## src/rtl/packet_switch_4port.sv

```systemverilog
// packet_switch_4port: four-port single-beat packet switch. Each input owns a
// small FIFO whose head carries a pending-output mask; each output runs its own
// round-robin arbiter over the heads that still owe it a copy.
module packet_switch_4port #(
    parameter int FIFO_DEPTH = 4,
    parameter int DATA_W     = 8
) (
    input  logic              clk,
    input  logic              rst_n,
    input  logic              p0_valid_in,
    input  logic [3:0]        p0_source_in,
    input  logic [3:0]        p0_target_in,
    input  logic [DATA_W-1:0] p0_data_in,
    output logic              p0_ready_out,
    output logic              p0_valid_out,
    output logic [3:0]        p0_source_out,
    output logic [3:0]        p0_target_out,
    output logic [DATA_W-1:0] p0_data_out,
    input  logic              p1_valid_in,
    input  logic [3:0]        p1_source_in,
    input  logic [3:0]        p1_target_in,
    input  logic [DATA_W-1:0] p1_data_in,
    output logic              p1_ready_out,
    output logic              p1_valid_out,
    output logic [3:0]        p1_source_out,
    output logic [3:0]        p1_target_out,
    output logic [DATA_W-1:0] p1_data_out,
    input  logic              p2_valid_in,
    input  logic [3:0]        p2_source_in,
    input  logic [3:0]        p2_target_in,
    input  logic [DATA_W-1:0] p2_data_in,
    output logic              p2_ready_out,
    output logic              p2_valid_out,
    output logic [3:0]        p2_source_out,
    output logic [3:0]        p2_target_out,
    output logic [DATA_W-1:0] p2_data_out,
    input  logic              p3_valid_in,
    input  logic [3:0]        p3_source_in,
    input  logic [3:0]        p3_target_in,
    input  logic [DATA_W-1:0] p3_data_in,
    output logic              p3_ready_out,
    output logic              p3_valid_out,
    output logic [3:0]        p3_source_out,
    output logic [3:0]        p3_target_out,
    output logic [DATA_W-1:0] p3_data_out
);
    localparam int AW   = $clog2(FIFO_DEPTH);
    localparam int PTRW = AW + 1;
    localparam int PW   = 8 + DATA_W;

    logic [3:0]        in_valid;
    logic [3:0]        in_source   [4];
    logic [3:0]        in_target   [4];
    logic [DATA_W-1:0] in_data     [4];
    logic [3:0]        ready_vec;
    logic [3:0]        head_source [4];
    logic [3:0]        head_target [4];
    logic [DATA_W-1:0] head_data   [4];
    logic [3:0]        pending     [4];   // [input][output]: head still owes this output
    logic [3:0]        grant       [4];   // [output][input]: one-hot grant
    logic [3:0]        out_valid;
    logic [3:0]        out_source  [4];
    logic [3:0]        out_target  [4];
    logic [DATA_W-1:0] out_data    [4];

    assign in_valid     = {p3_valid_in, p2_valid_in, p1_valid_in, p0_valid_in};
    assign in_source[0] = p0_source_in;
    assign in_source[1] = p1_source_in;
    assign in_source[2] = p2_source_in;
    assign in_source[3] = p3_source_in;
    assign in_target[0] = p0_target_in;
    assign in_target[1] = p1_target_in;
    assign in_target[2] = p2_target_in;
    assign in_target[3] = p3_target_in;
    assign in_data[0]   = p0_data_in;
    assign in_data[1]   = p1_data_in;
    assign in_data[2]   = p2_data_in;
    assign in_data[3]   = p3_data_in;

    genvar gi;

    // Per-input queue: pointers carry an extra wrap bit so full and empty differ.
    for (gi = 0; gi < 4; gi++) begin : g_in
        logic [PW-1:0]   mem [FIFO_DEPTH];
        logic [PTRW-1:0] wr_q, rd_q, wr_d, rd_d;
        logic [3:0]      served_q, served_d;
        logic [3:0]      gnt_l;
        logic            ready_q, ready_d;
        logic            legal, push, pop, empty;
        logic [PW-1:0]   head;

        assign legal = (in_source[gi] == 4'(1 << gi)) && (in_target[gi] != 4'b0) &&
                       ((in_target[gi] & in_source[gi]) == 4'b0);
        assign push  = in_valid[gi] & ready_q & legal;
        assign empty = (wr_q == rd_q);
        assign head  = mem[rd_q[AW-1:0]];

        assign head_source[gi] = head[PW-1 -: 4];
        assign head_target[gi] = head[PW-5 -: 4];
        assign head_data[gi]   = head[DATA_W-1:0];
        // Outputs already served by this head are masked off the original target.
        assign pending[gi]     = empty ? 4'b0 : (head[PW-5 -: 4] & ~served_q);

        // Gather the grants every output gave to this input.
        always_comb begin
            gnt_l = '0;
            for (int m = 0; m < 4; m++) gnt_l[m] = grant[m][gi];
        end

        // The head leaves once its last outstanding output has been granted.
        assign pop      = !empty && ((pending[gi] & ~gnt_l) == 4'b0);
        assign wr_d     = wr_q + PTRW'(push);
        assign rd_d     = rd_q + PTRW'(pop);
        assign served_d = pop ? 4'b0 : (served_q | gnt_l);
        assign ready_d  = !((wr_d[AW] != rd_d[AW]) && (wr_d[AW-1:0] == rd_d[AW-1:0]));
        assign ready_vec[gi] = ready_q;

        // Payload storage; validity is defined by the pointers, so no reset.
        always_ff @(posedge clk) begin
            if (push) mem[wr_q[AW-1:0]] <= {in_source[gi], in_target[gi], in_data[gi]};
        end

        // Queue pointers, served mask and registered ready flag.
        always_ff @(posedge clk or negedge rst_n) begin
            if (!rst_n) begin
                wr_q     <= '0;
                rd_q     <= '0;
                served_q <= '0;
                ready_q  <= 1'b0;
            end else begin
                wr_q     <= wr_d;
                rd_q     <= rd_d;
                served_q <= served_d;
                ready_q  <= ready_d;
            end
        end
    end

    // Per-output round-robin arbiter with registered packet outputs.
    for (gi = 0; gi < 4; gi++) begin : g_out
        logic [1:0]        rr_q;
        logic [3:0]        cand, gnt;
        logic [1:0]        gnt_idx, idx;
        logic              found;
        logic              valid_q;
        logic [3:0]        source_q, target_q;
        logic [DATA_W-1:0] data_q;

        // Pick the first candidate at or after rr_q, wrapping 3 -> 0.
        always_comb begin
            cand    = '0;
            gnt     = '0;
            gnt_idx = rr_q;
            idx     = rr_q;
            found   = 1'b0;
            for (int k = 0; k < 4; k++) cand[k] = pending[k][gi];
            for (int k = 0; k < 4; k++) begin
                idx = rr_q + 2'(k);
                if (!found && cand[idx]) begin
                    found        = 1'b1;
                    gnt[idx]     = 1'b1;
                    gnt_idx      = idx;
                end
            end
        end

        assign grant[gi] = gnt;

        // Register the granted head; idle cycles drive zeros on every field.
        always_ff @(posedge clk or negedge rst_n) begin
            if (!rst_n) begin
                rr_q     <= '0;
                valid_q  <= 1'b0;
                source_q <= '0;
                target_q <= '0;
                data_q   <= '0;
            end else begin
                valid_q <= found;
                if (found) begin
                    rr_q     <= gnt_idx + 2'd1;
                    source_q <= head_source[gnt_idx];
                    target_q <= head_target[gnt_idx];
                    data_q   <= head_data[gnt_idx];
                end else begin
                    source_q <= '0;
                    target_q <= '0;
                    data_q   <= '0;
                end
            end
        end

        assign out_valid[gi]  = valid_q;
        assign out_source[gi] = source_q;
        assign out_target[gi] = target_q;
        assign out_data[gi]   = data_q;
    end

    assign p0_ready_out  = ready_vec[0];
    assign p1_ready_out  = ready_vec[1];
    assign p2_ready_out  = ready_vec[2];
    assign p3_ready_out  = ready_vec[3];
    assign p0_valid_out  = out_valid[0];
    assign p1_valid_out  = out_valid[1];
    assign p2_valid_out  = out_valid[2];
    assign p3_valid_out  = out_valid[3];
    assign p0_source_out = out_source[0];
    assign p1_source_out = out_source[1];
    assign p2_source_out = out_source[2];
    assign p3_source_out = out_source[3];
    assign p0_target_out = out_target[0];
    assign p1_target_out = out_target[1];
    assign p2_target_out = out_target[2];
    assign p3_target_out = out_target[3];
    assign p0_data_out   = out_data[0];
    assign p1_data_out   = out_data[1];
    assign p2_data_out   = out_data[2];
    assign p3_data_out   = out_data[3];

endmodule

```

## config.mk

```make
export PLATFORM = sky130hd
export DESIGN_NAME = packet_switch_4port
export DESIGN_NICKNAME = d
export VERILOG_FILES = /design/src/rtl/packet_switch_4port.sv
export SDC_FILE = /design/constraint.sdc
export NUM_CORES = 1
export LEC_CHECK = 0
export CAP_MARGIN = 30
export CORE_MARGIN = 8
export CORE_UTILIZATION = 59
export DETAILED_ROUTE_END_ITERATION = 10
export GPL_TIMING_DRIVEN = 0
export PLACE_DENSITY = 0.81
export SLEW_MARGIN = 10
export SYNTH_ARGS = -nofsm -noshare
export SYNTH_HDL_FRONTEND = slang
export SYNTH_SLANG_ARGS = --single-unit
```

## constraint.sdc

```tcl
create_clock -name clk -period 4.5 [get_ports clk]
set_input_delay 0.45 -clock clk [delete_from_list [all_inputs] [get_ports clk]]
set_output_delay 0.45 -clock clk [all_outputs]
set_load 0.03 [all_outputs]
```

Word-level counts from Yosys, hierarchy flattened
Memory sizes are Yosys's and may differ from the RTL's.
Index checks and enable logic that the tools add are counted.
{"block": "totals", "input_bits": 70, "reg_bits": 120, "memories": 4, "ram_bits": 256}
{"name": "g_in[0].mem", "depth": 4, "width": 16, "read_ports": 1, "rd_clocked_by_memory_dff": 0, "write_ports": 1, "line": "84", "source": "logic [PW-1:0] mem [FIFO_DEPTH];"}
{"name": "g_in[1].mem", "depth": 4, "width": 16, "read_ports": 1, "rd_clocked_by_memory_dff": 0, "write_ports": 1, "line": "84"}
{"name": "g_in[2].mem", "depth": 4, "width": 16, "read_ports": 1, "rd_clocked_by_memory_dff": 0, "write_ports": 1, "line": "84"}
{"name": "g_in[3].mem", "depth": 4, "width": 16, "read_ports": 1, "rd_clocked_by_memory_dff": 0, "write_ports": 1, "line": "84"}
{"block": "op_classes", "mux": 172, "bitwise_logic": 48, "eq_ne": 16, "n_lt_le_gt_ge": 36, "addsub": 24, "reduce_logical": 76}
{"cell": "$mux W4", "count": 48}
{"cell": "$mux W8", "count": 12}
{"cell": "$bmux W4 S2", "count": 8}
{"cell": "$bmux W8 S2", "count": 4}
{"cell": "$or A4 B4 Y4", "count": 16}
{"cell": "$mux W1", "count": 56}
{"cell": "$and A4 B4 Y4", "count": 12}
{"cell": "$lt A2 B3 Y1 const B", "count": 16}
{"cell": "$logic_and A1 B1 Y1", "count": 44}
{"cell": "$bmux W1 S2", "count": 16}
{"cell": "$demux W1 S2", "count": 16}
{"cell": "$ge A2 B1 Y1 const B", "count": 16}
{"cell": "$logic_not A4 Y1", "count": 8}
{"cell": "$not A4 Y4", "count": 8}
{"cell": "$add A3 B1 Y3", "count": 8}
{"cell": "$mux W2", "count": 12}
{"cell": "$logic_not A1 Y1", "count": 20}
{"cell": "$add A2 B1 Y2 const B", "count": 8}
{"cell": "$add A2 B2 Y2 const B", "count": 8}
{"cell": "$reduce_bool A4 Y1", "count": 4}
{"cell": "$eq A3 B3 Y1", "count": 4}
{"cell": "$ge A3 B3 Y1 const B", "count": 4}
{"cell": "$not A2 Y3", "count": 4}
{"cell": "$and A1 B1 Y1", "count": 8}
{"cell": "other kinds (6)", "count": 12}

Longest topological paths before layout
Gate-level depths: netlist of the first run.
{"block": "depth", "ltp_word": 23, "mapped_depth": 16, "depth_no_buf": 14}

Worst setup path before layout of the first run
OpenSTA, ideal clock, no wires.
{"block": "synth_path", "path_type": "flip-flop to flip-flop", "start": "register g_in[2].rd_q[1]", "end": "register g_in[1].ready_q (netlist: p1_ready_out)", "path_buffers": 2, "arrival_time_ps": 3770, "stages_incl_launch_ff": 16, "setup_ps": 131, "required_ps": 4369, "setup_slack_ps": 598, "cell_sequence": "dfrtp_1 -> buf_2 -> xor2_2 -> o311ai_1 -> mux2i_1 -> o22a_1 -> clkbuf_1 -> a21oi_1 -> a2111oi_0 -> nor4_1 -> and2_1 -> ha_1 -> ha_1 -> xor2_1 -> xnor2_1 -> or3_1"}
{"block": "synth_between", "elab_chain_cells": 23}
{"element": "start, declared", "line": "85", "source": "logic [PTRW-1:0] wr_q, rd_q, wr_d, rd_d;"}
{"element": "start signal, assigned", "line": "132", "source": "rd_q <= rd_d;"}
{"element": "$mem_v2 Z4 W16"}
{"element": "$and A4 B4 Y4", "line": "102", "source": "assign pending[gi] = empty ? 4'b0 : (head[PW-5 -: 4] & ~served_q);"}
{"element": "$mux W4 *", "line": "102"}
{"element": "$bmux W1 S2", "line": "159", "source": "if (!found && cand[idx]) begin"}
{"element": "$mux W1 (implied by the code)", "line": "159"}
{"element": "$mux W1", "line": "159"}
{"element": "$logic_not A1 Y1", "line": "159"}
{"element": "$logic_and A1 B1 Y1", "line": "159"}
{"element": "[... 9 more ...]"}
{"element": "$logic_not A4 Y1 *", "line": "111", "source": "assign pop = !empty && ((pending[gi] & ~gnt_l) == 4'b0);"}
{"element": "$logic_and A1 B1 Y1 *", "line": "111"}
{"element": "$add A3 B1 Y3 *", "line": "113", "source": "assign rd_d = rd_q + PTRW'(pop);"}
{"element": "named net g_in[1].rd_d[2]", "line": "85"}
{"element": "$ne A1 B1 Y1 *", "line": "115", "source": "assign ready_d = !((wr_d[AW] != rd_d[AW]) && (wr_d[AW-1:0] == rd_d[AW-1:0]));"}
{"element": "$logic_and A1 B1 Y1 *", "line": "115"}
{"element": "$logic_not A1 Y1 *", "line": "115"}
{"element": "named net g_in[1].ready_d", "line": "88", "source": "logic ready_q, ready_d;"}
{"element": "end signal, assigned", "line": "134", "source": "ready_q <= ready_d;"}
{"element": "end, declared", "line": "88"}
The timed path passes the listed nets; every way through them passes the cells marked *. The select of a mux whose other input is x is not followed.
A chain may end at the register's enable or synchronous reset.

Worst setup path in the final report of the first run
{"block": "layout_path", "start": "register g_in[1].rd_q[0]", "end": "register g_in[3].ready_q (netlist: p3_ready_out)"}
{"block": "layout_between", "elab_chain_cells": 23}
{"element": "start, declared", "line": "85"}
{"element": "start signal, assigned", "line": "132"}
{"element": "$mem_v2 Z4 W16"}
{"element": "$and A4 B4 Y4", "line": "102"}
{"element": "$mux W4 *", "line": "102"}
{"element": "$bmux W1 S2", "line": "159"}
{"element": "$mux W1 (implied by the code)", "line": "159"}
{"element": "$mux W1", "line": "159"}
{"element": "$logic_not A1 Y1", "line": "159"}
{"element": "$logic_and A1 B1 Y1", "line": "159"}
{"element": "[... 9 more ...]"}
{"element": "$logic_not A4 Y1 *", "line": "111"}
{"element": "$logic_and A1 B1 Y1 *", "line": "111"}
{"element": "$add A3 B1 Y3 *", "line": "113"}
{"element": "named net g_in[3].rd_d[2]", "line": "85"}
{"element": "$ne A1 B1 Y1 *", "line": "115"}
{"element": "$logic_and A1 B1 Y1 *", "line": "115"}
{"element": "$logic_not A1 Y1 *", "line": "115"}
{"element": "named net g_in[3].ready_d", "line": "88"}
{"element": "end signal, assigned", "line": "134"}
{"element": "end, declared", "line": "88"}
Marks and branches as above.

==> PnR_summary.wiki, run 1 <==
{| class="wikitable"
! Metric !! Value
|-
| Outcome || complete, no violations
|-
| Number of antenna-violating nets in the routed design || 0
|-
| Most used flip-flop cell after synthesis || sky130_fd_sc_hd__edfxtp_1
|-
| Syn_area_per_cell || 15.0 um2
|-
| Area Overhead vs Synth || 22.4%
|-
| XOR/XNOR Fraction of Synth Area || 2.15%
|-
| Startpoint of the most critical register-to-register path || g_in[1].rd_q[0]
|-
| Synthesis-stage register bit count || 376
|-
| Level count of the clock H-tree || 2
|-
| Final critical path time including I/O delays and setup || 4.39 ns
|-
| Netlist area before placement || 17700 um2
|-
| CTS tree || built
|-
| Cells taking the most area after synthesis || sky130_fd_sc_hd__edfxtp_1, sky130_fd_sc_hd__dfrtp_1, sky130_fd_sc_hd__mux4_2
|-
| Initial Utilization || 59.7%
|-
| Post-Synth Simple-Gate Area || 6.27%
|-
| Library cell used as clock root buffer || sky130_fd_sc_hd__clkbuf_16
|-
| Chip Height || 189 um
|-
| Count of maximum capacitance violations || 0
|-
| Antenna Diode Count || 0
|-
| Setup violators final || 0
|-
| Worst R2R Setup Slack || 0.11 ns
|-
| Die ar. || 35700 um2
|-
| Total congestion overflow || 0
|-
| Maximum buffer depth of the clock tree || 3
|-
| Warning count from the yosys run || 0
|-
| Post-synthesis instance total || 1173
|-
| Via count of the first global-routing pass || 12000
|-
| DRC violation count after routing || 0
|-
| Standard-cell rows || 63
|-
| Multiplexer area fraction after synthesis || 16.0%
|-
| Weighted congestion at the end of routability-driven global placement || 0.942
|-
| Reg2Reg Depth || 14
|-
| Routed length per instance || 27.2 um
|-
| Core Region || 29600 um2
|-
| Maximum number of pins on one net before global-route repair || 64
|-
| Tightest Hold Check Type || in2async
|-
| Most instantiated library cell after synthesis || sky130_fd_sc_hd__edfxtp_1
|-
| Number of design-rule violations left by the first detailed-router iteration || 1334
|-
| List of most frequent post-synthesis cells || sky130_fd_sc_hd__edfxtp_1, sky130_fd_sc_hd__dfrtp_1, sky130_fd_sc_hd__mux2i_1
|-
| Number of different library cells in the post-synthesis netlist || 69
|-
| TritonCTS Sinks || 376
|-
| Crit Reg-Reg Endpoint || p3_ready_out
|-
| Adder and majority gate portion of the synthesized area || 2.27%
|-
| Via count || 12200
|-
| Synthesized Nets || 1275
|-
| Sequential-to-total area share from yosys stat || 60.6%
|-
| Worst Path Required || 4.90 ns
|-
| Horizontal extent of the die || 189 um
|-
| Final worst clock skew || 0.0220 ns
|-
| Number of antenna violations at the first check in global routing || 0
|-
| Total negative slack || 0 ns
|-
| Largest driver fanout on the critical path || 8
|-
| Clock slew at the register clock pins of the worst setup and hold paths || 0.06 ns
|-
| Area fraction in compound gates after synthesis || 10.1%
|-
| End of the critical path || p3_ready_out
|-
| Share of synthesized registers carrying an async set or reset || 31.9%
|-
| Net total in the final layout || 1490
|-
| DRT Wirelength || 49100 um
|-
| Fin crit share || 97.5%
|-
| Critical Path Source Type || flop
|-
| 1st-pass router iterations || 8
|-
| Critical Path AT || 4.79 ns
|-
| Combined global-route utilization of all metal layers || 26.7%
|-
| Worst setup path startpoint || g_in[1].rd_q[0]
|-
| Boundary Pins || 142
|-
| Number of pins with negative max-slew slack in the final report || 0
|-
| Share of the core filled with cells in the final layout || 73.1%
|-
| Number of enable flip-flop cells after synthesis || 256
|-
| Largest family of logic cells by synthesized area || multiplexers
|-
| Critical path capture point type || flop
|-
| Clock latency on the worst-skew pair || 0.53 ns
|-
| Inserted Clock Buffers || 38
|-
| Share of the synthesized area in the top cell type || 43.6%
|-
| Via-to-Cell Ratio || 6.76
|-
| Wire length of the first global-routing pass || 73100 um
|-
| Crit Path Category || reg2reg
|-
| Fin. Hold Viols || 0
|-
| Max-Slew Margin vs Limit || 37.0%
|-
| Post-detail-place hpwl || 34600 um
|-
| Ratio of cells with drive above 1 in the final layout || 20.7%
|-
| Count of buffers inserted at the top-level ports || 141
|-
| Cell accounting for the most synthesized area || sky130_fd_sc_hd__edfxtp_1
|-
| Transition time at the pin with the least slew margin || 0.937 ns
|-
| Peak clock frequency supported by timing || 228 MHz
|}
-- worst min path at each step --
stage / startpoint / to / slack (ns) / cells after the start
finish: rst_n / p2_target_out[3] / 0.47 / 2
floorplan: rst_n / g_in[0].rd_q[0] / 0.15 / 0
CTS: rst_n / p2_valid_out / 0.48 / 2
global route: rst_n / p2_valid_out / 0.53 / 2
global placement: g_in[2].served_q[2] / g_in[2].served_q[2] / 0.50 / 2
detailed placement: rst_n / p2_valid_out / 0.46 / 1
-- per-layer routing --
| layer | global-route usage [%] | routed length (um) | vias up |
|---|---|---|---|
| met5 | 0 | 0 | - |
| met4 | 9.11 | 2080 | 0 |
| met3 | 4.80 | 4020 | 161 |
| met2 | 44.8 | 24200 | 759 |
| met1 | 34.9 | 18800 | 6150 |
| li1 | - | - | 5152 |
-- what timing repair did --
item | CTS | global route
hold buffers | 1 | 0
pin swaps | 0 | 5
hold endpoints to repair | 57 | 0
buffers inserted | 0 | 6
resized for setup | 34 | 46
setup endpoints to repair | 5 | 4
-- through the flow --
stage | hold WS [ns] | setup WS [ns] | cell area [um2] | std cells
2_1_floorplan | 0.154 | 0.598 | 17700 | 1173
3_3_place_gp | 0.498 | -1.76 | 19600 | 1704
3_5_place_dp | 0.463 | -0.537 | 19800 | 1728
4_1_cts | 0.482 | 0.00616 | 21200 | 1798
5_1_grt | 0.526 | -0.0460 | 21600 | 1807
6_report | 0.466 | 0.113 | 21600 | 1807
-- cells in the final DEF (no fill, tap or decap), types with 11 or more instances in the layout --
cell type / instances
sky130_fd_sc_hd__edfxtp_1: 256
sky130_fd_sc_hd__clkdlybuf4s50_1: 140
sky130_fd_sc_hd__dfrtp_1: 120
sky130_fd_sc_hd__mux2i_1: 98
sky130_fd_sc_hd__mux4_2: 81
sky130_fd_sc_hd__nor2_1: 42
sky130_fd_sc_hd__clkbuf_16: 39
sky130_fd_sc_hd__inv_1: 37
sky130_fd_sc_hd__nand2_1: 37
sky130_fd_sc_hd__a211oi_1: 37
sky130_fd_sc_hd__o22ai_1: 36
sky130_fd_sc_hd__a21oi_1: 36
sky130_fd_sc_hd__ha_1: 32
sky130_fd_sc_hd__clkbuf_1: 29
sky130_fd_sc_hd__buf_4: 25
sky130_fd_sc_hd__nand3_1: 24
sky130_fd_sc_hd__nor3_1: 20
sky130_fd_sc_hd__and3_1: 20
sky130_fd_sc_hd__buf_2: 19
sky130_fd_sc_hd__xor2_1: 16
sky130_fd_sc_hd__nand4_1: 14
sky130_fd_sc_hd__buf_6: 13
sky130_fd_sc_hd__o21ai_0: 13
sky130_fd_sc_hd__o22ai_2: 12
sky130_fd_sc_hd__o311a_1: 11
-- flip-flops by register name, summed over array words and instances (netlist names), 4 cells and up --
signal         flops
g_in.mem         256
g_in.served_q     16
g_in.rd_q         12
g_in.wr_q         12
g_out.rr_q         8
p0_data_out        8
p1_data_out        8
p2_data_out        8
p3_data_out        8
p0_source_out      4
p0_target_out      4
p1_source_out      4
p1_target_out      4
p2_source_out      4
p2_target_out      4
p3_source_out      4
p3_target_out      4
-- layout make-up --
type / count / area, um2
buffer: 56 / 324
clock inverter: 21 / 190
multi-input combinational: 699 / 7000
inverter: 40 / 150
tap: 390 / 488
clock buffer: 48 / 1030
sequential: 376 / 10700
fill: 1837 / 7950
timing repair buffer: 177 / 1740
-- critical path, cell delays in order, from the launching register on --
cell and delay (ns):
sky130_fd_sc_hd__dfrtp_1 0.37, sky130_fd_sc_hd__buf_6 0.19, sky130_fd_sc_hd__mux4_2 0.65, sky130_fd_sc_hd__o311a_1 0.26
sky130_fd_sc_hd__mux4_2 0.56, sky130_fd_sc_hd__and4_2 0.35, sky130_fd_sc_hd__a211o_1 0.32, sky130_fd_sc_hd__o21ai_2 0.20
sky130_fd_sc_hd__nor4_4 0.09, sky130_fd_sc_hd__buf_2 0.16, sky130_fd_sc_hd__ha_1 0.21, sky130_fd_sc_hd__ha_1 0.22
sky130_fd_sc_hd__xor2_2 0.17, sky130_fd_sc_hd__xnor2_1 0.13, sky130_fd_sc_hd__or3_1 0.38
-- logic make-up (layout without fill, tap and decap cells) --
group                      after synthesis  count (layout)
buffers and inverters                   98             342
AOI/OAI and AO/OA                      236             236
adders and majority gates               32              32
and+or+nand+nor                        212             212
muxes                                  180             180
DFF                                    376             376
xor gates and xnor gates                39              39
Power of run 1 is left out: the tool's default activity adds up to more than one toggle a clock period on the data nets, which glitch-free logic cannot reach.
==> run 2: changes to the inputs <==
- PLACE_DENSITY: 0.81 -> 0.8
==> PnR_summary.wiki, run 2 (synthesized netlist as in run 1, its figures left out) <==
{| class="wikitable"
! Metric !! Value
|-
| Routed length per instance || 27.0 um
|-
| Weighted congestion at the end of routability-driven global placement || 0.993
|-
| Maximum number of pins on one net before global-route repair || 66
|-
| Startpoint of the most critical register-to-register path || g_in[2].rd_q[0]
|-
| Count of maximum capacitance violations || 0
|-
| Crit Path Category || reg2reg
|-
| Largest stage delay on the critical path || 0.66 ns
|-
| Number of antenna violations at the first check in global routing || 4
|-
| Transition time at the pin with the least slew margin || 0.944 ns
|-
| Worst-path cell chain || buf_6 > mux4_2 > o311a_1 > mux4_2 > and3_1 > a22o_1 > a2111oi_4 > nor4_2 > buf_2 > ha_1 > ha_1 > xor2_1 > xnor2_1 > or3_1
|-
| Final worst clock skew || 0.0207 ns
|-
| Reg2Reg Depth || 14
|-
| Peak clock frequency supported by timing || 228 MHz
|-
| Total congestion overflow || 0
|-
| Chip Height || 189 um
|-
| Critical Path AT || 4.79 ns
|-
| Worst setup path startpoint || g_in[2].rd_q[0]
|-
| Crit-path slowest cell || sky130_fd_sc_hd__mux4_2
|-
| Commonest non-fill, non-tap cells in the layout || sky130_fd_sc_hd__edfxtp_1, sky130_fd_sc_hd__clkdlybuf4s50_1, sky130_fd_sc_hd__dfrtp_1
|-
| 1st-pass router iterations || 6
|-
| Worst Path Required || 4.89 ns
|-
| Maximum buffer depth of the clock tree || 3
|-
| Setup repair after global routing missed its margin || yes
|-
| CP top delay family || multiplexers
|-
| Wire length of the first global-routing pass || 73800 um
|-
| Number of antenna-violating nets in the routed design || 0
|-
| CTS tree || built
|-
| DRC violation count after routing || 0
|-
| Initial Utilization || 59.7%
|-
| Placed Area || 19800 um2
|-
| Clock latency on the worst-skew pair || 0.53 ns
|-
| Tightest Hold Check Type || in2async
|-
| Combined buffer and inverter count along the critical path || 2
|-
| Pre-CTS setup slack || -0.542 ns
|-
| Antenna Diode Count || 0
|-
| Max FFs per register || 256
|-
| Clock slew at the register clock pins of the worst setup and hold paths || 0.06 ns
|-
| Die ar. || 35700 um2
|-
| Crit Reg-Reg Endpoint || p2_ready_out
|-
| Level count of the clock H-tree || 2
|-
| Critical path capture point type || flop
|-
| Fin. Hold Viols || 0
|-
| Fin crit share || 97.6%
|-
| Final Instance Count excl. Fillers || 1806
|-
| Worst R2R Setup Slack || 0.11 ns
|-
| Inserted Clock Buffers || 39
|-
| TritonCTS Sinks || 376
|-
| Via count of the first global-routing pass || 12200
|-
| Via-to-Cell Ratio || 6.75
|-
| Core Region || 29600 um2
|-
| Critical Path Source Type || flop
|-
| Final critical path time including I/O delays and setup || 4.39 ns
|-
| Cell count after placement || 1729
|-
| Final worst-path setup slack || 0.106 ns
|-
| Number of pins with negative max-slew slack in the final report || 0
|-
| DRT Wirelength || 48800 um
|-
| Ratio of cells with drive above 1 in the final layout || 19.9%
|-
| Outcome || complete, no violations
|-
| Area Overhead vs Synth || 21.8%
|-
| Library cell used as clock root buffer || sky130_fd_sc_hd__clkbuf_16
|-
| Via count || 12200
|-
| Combined global-route utilization of all metal layers || 27.0%
|-
| Count of buffers inserted at the top-level ports || 141
|-
| Boundary Pins || 142
|-
| Setup violators final || 0
|-
| Net total in the final layout || 1487
|-
| Largest driver fanout on the critical path || 8
|-
| Number of design-rule violations left by the first detailed-router iteration || 1256
|-
| Max-Slew Margin vs Limit || 37.1%
|-
| Final design instance area without fill || 21500 um2
|-
| Standard-cell rows || 63
|-
| Horizontal extent of the die || 189 um
|-
| Most common cell after layout, fill and taps aside || sky130_fd_sc_hd__edfxtp_1
|-
| Post-detail-place hpwl || 33800 um
|}
## run 2: final cells by class
class / count / area [um2]
clock buffer: 49 / 1070
buffer: 55 / 319
tap: 390 / 488
timing repair buffer: 174 / 1700
clock inverter: 23 / 214
inverter: 40 / 150
multi-input combinational: 699 / 6870
sequential: 376 / 10700
fill: 1856 / 8060
## run 2: what timing repair did
item / in CTS / in global routing
setup buffers: 0 / 4
gates resized for setup: 28 / 31
hold endpoints to repair: 55 / 0
setup endpoints to repair: 6 / 4
gates cloned: 0 / 0
pin swaps: 0 / 3
hold buffers: 1 / 0
## run 2: through the flow
stage / TNS [ns] / hold slack [ns] / utilization (%)
3_5_place_dp: -1.17 / 0.453 / 67.1
2_1_floorplan: 0 / 0.154 / -
6_report: 0 / 0.453 / 72.7
4_1_cts: 0 / 0.486 / 72.0
3_3_place_gp: -259.20 / 0.500 / 66.1
5_1_grt: -0.0768 / 0.530 / 72.7
## run 2: worst max path at each step
stage | to | depth (start not counted) | slack [ns]
floorplan | p1_ready_out | 15 | 0.60
global placement | p0_source_out[0] | 1 | -1.80
detailed placement | p3_ready_out | 15 | -0.54
CTS | p3_ready_out | 14 | 0.02
global route | p3_ready_out | 15 | -0.04
finish | p2_ready_out | 14 | 0.11
## run 2: layer usage
metal | vias up | share of wire (%) | GRT usage, %
li1 | 5161 | - | -
met1 | 6137 | 38 | 35.0
met2 | 735 | 49 | 44.5
met3 | 154 | 8.6 | 5.30
met4 | 6 | 4.1 | 11.2
met5 | - | 0.084 | 0
Power of run 2 is left out for the same reason.
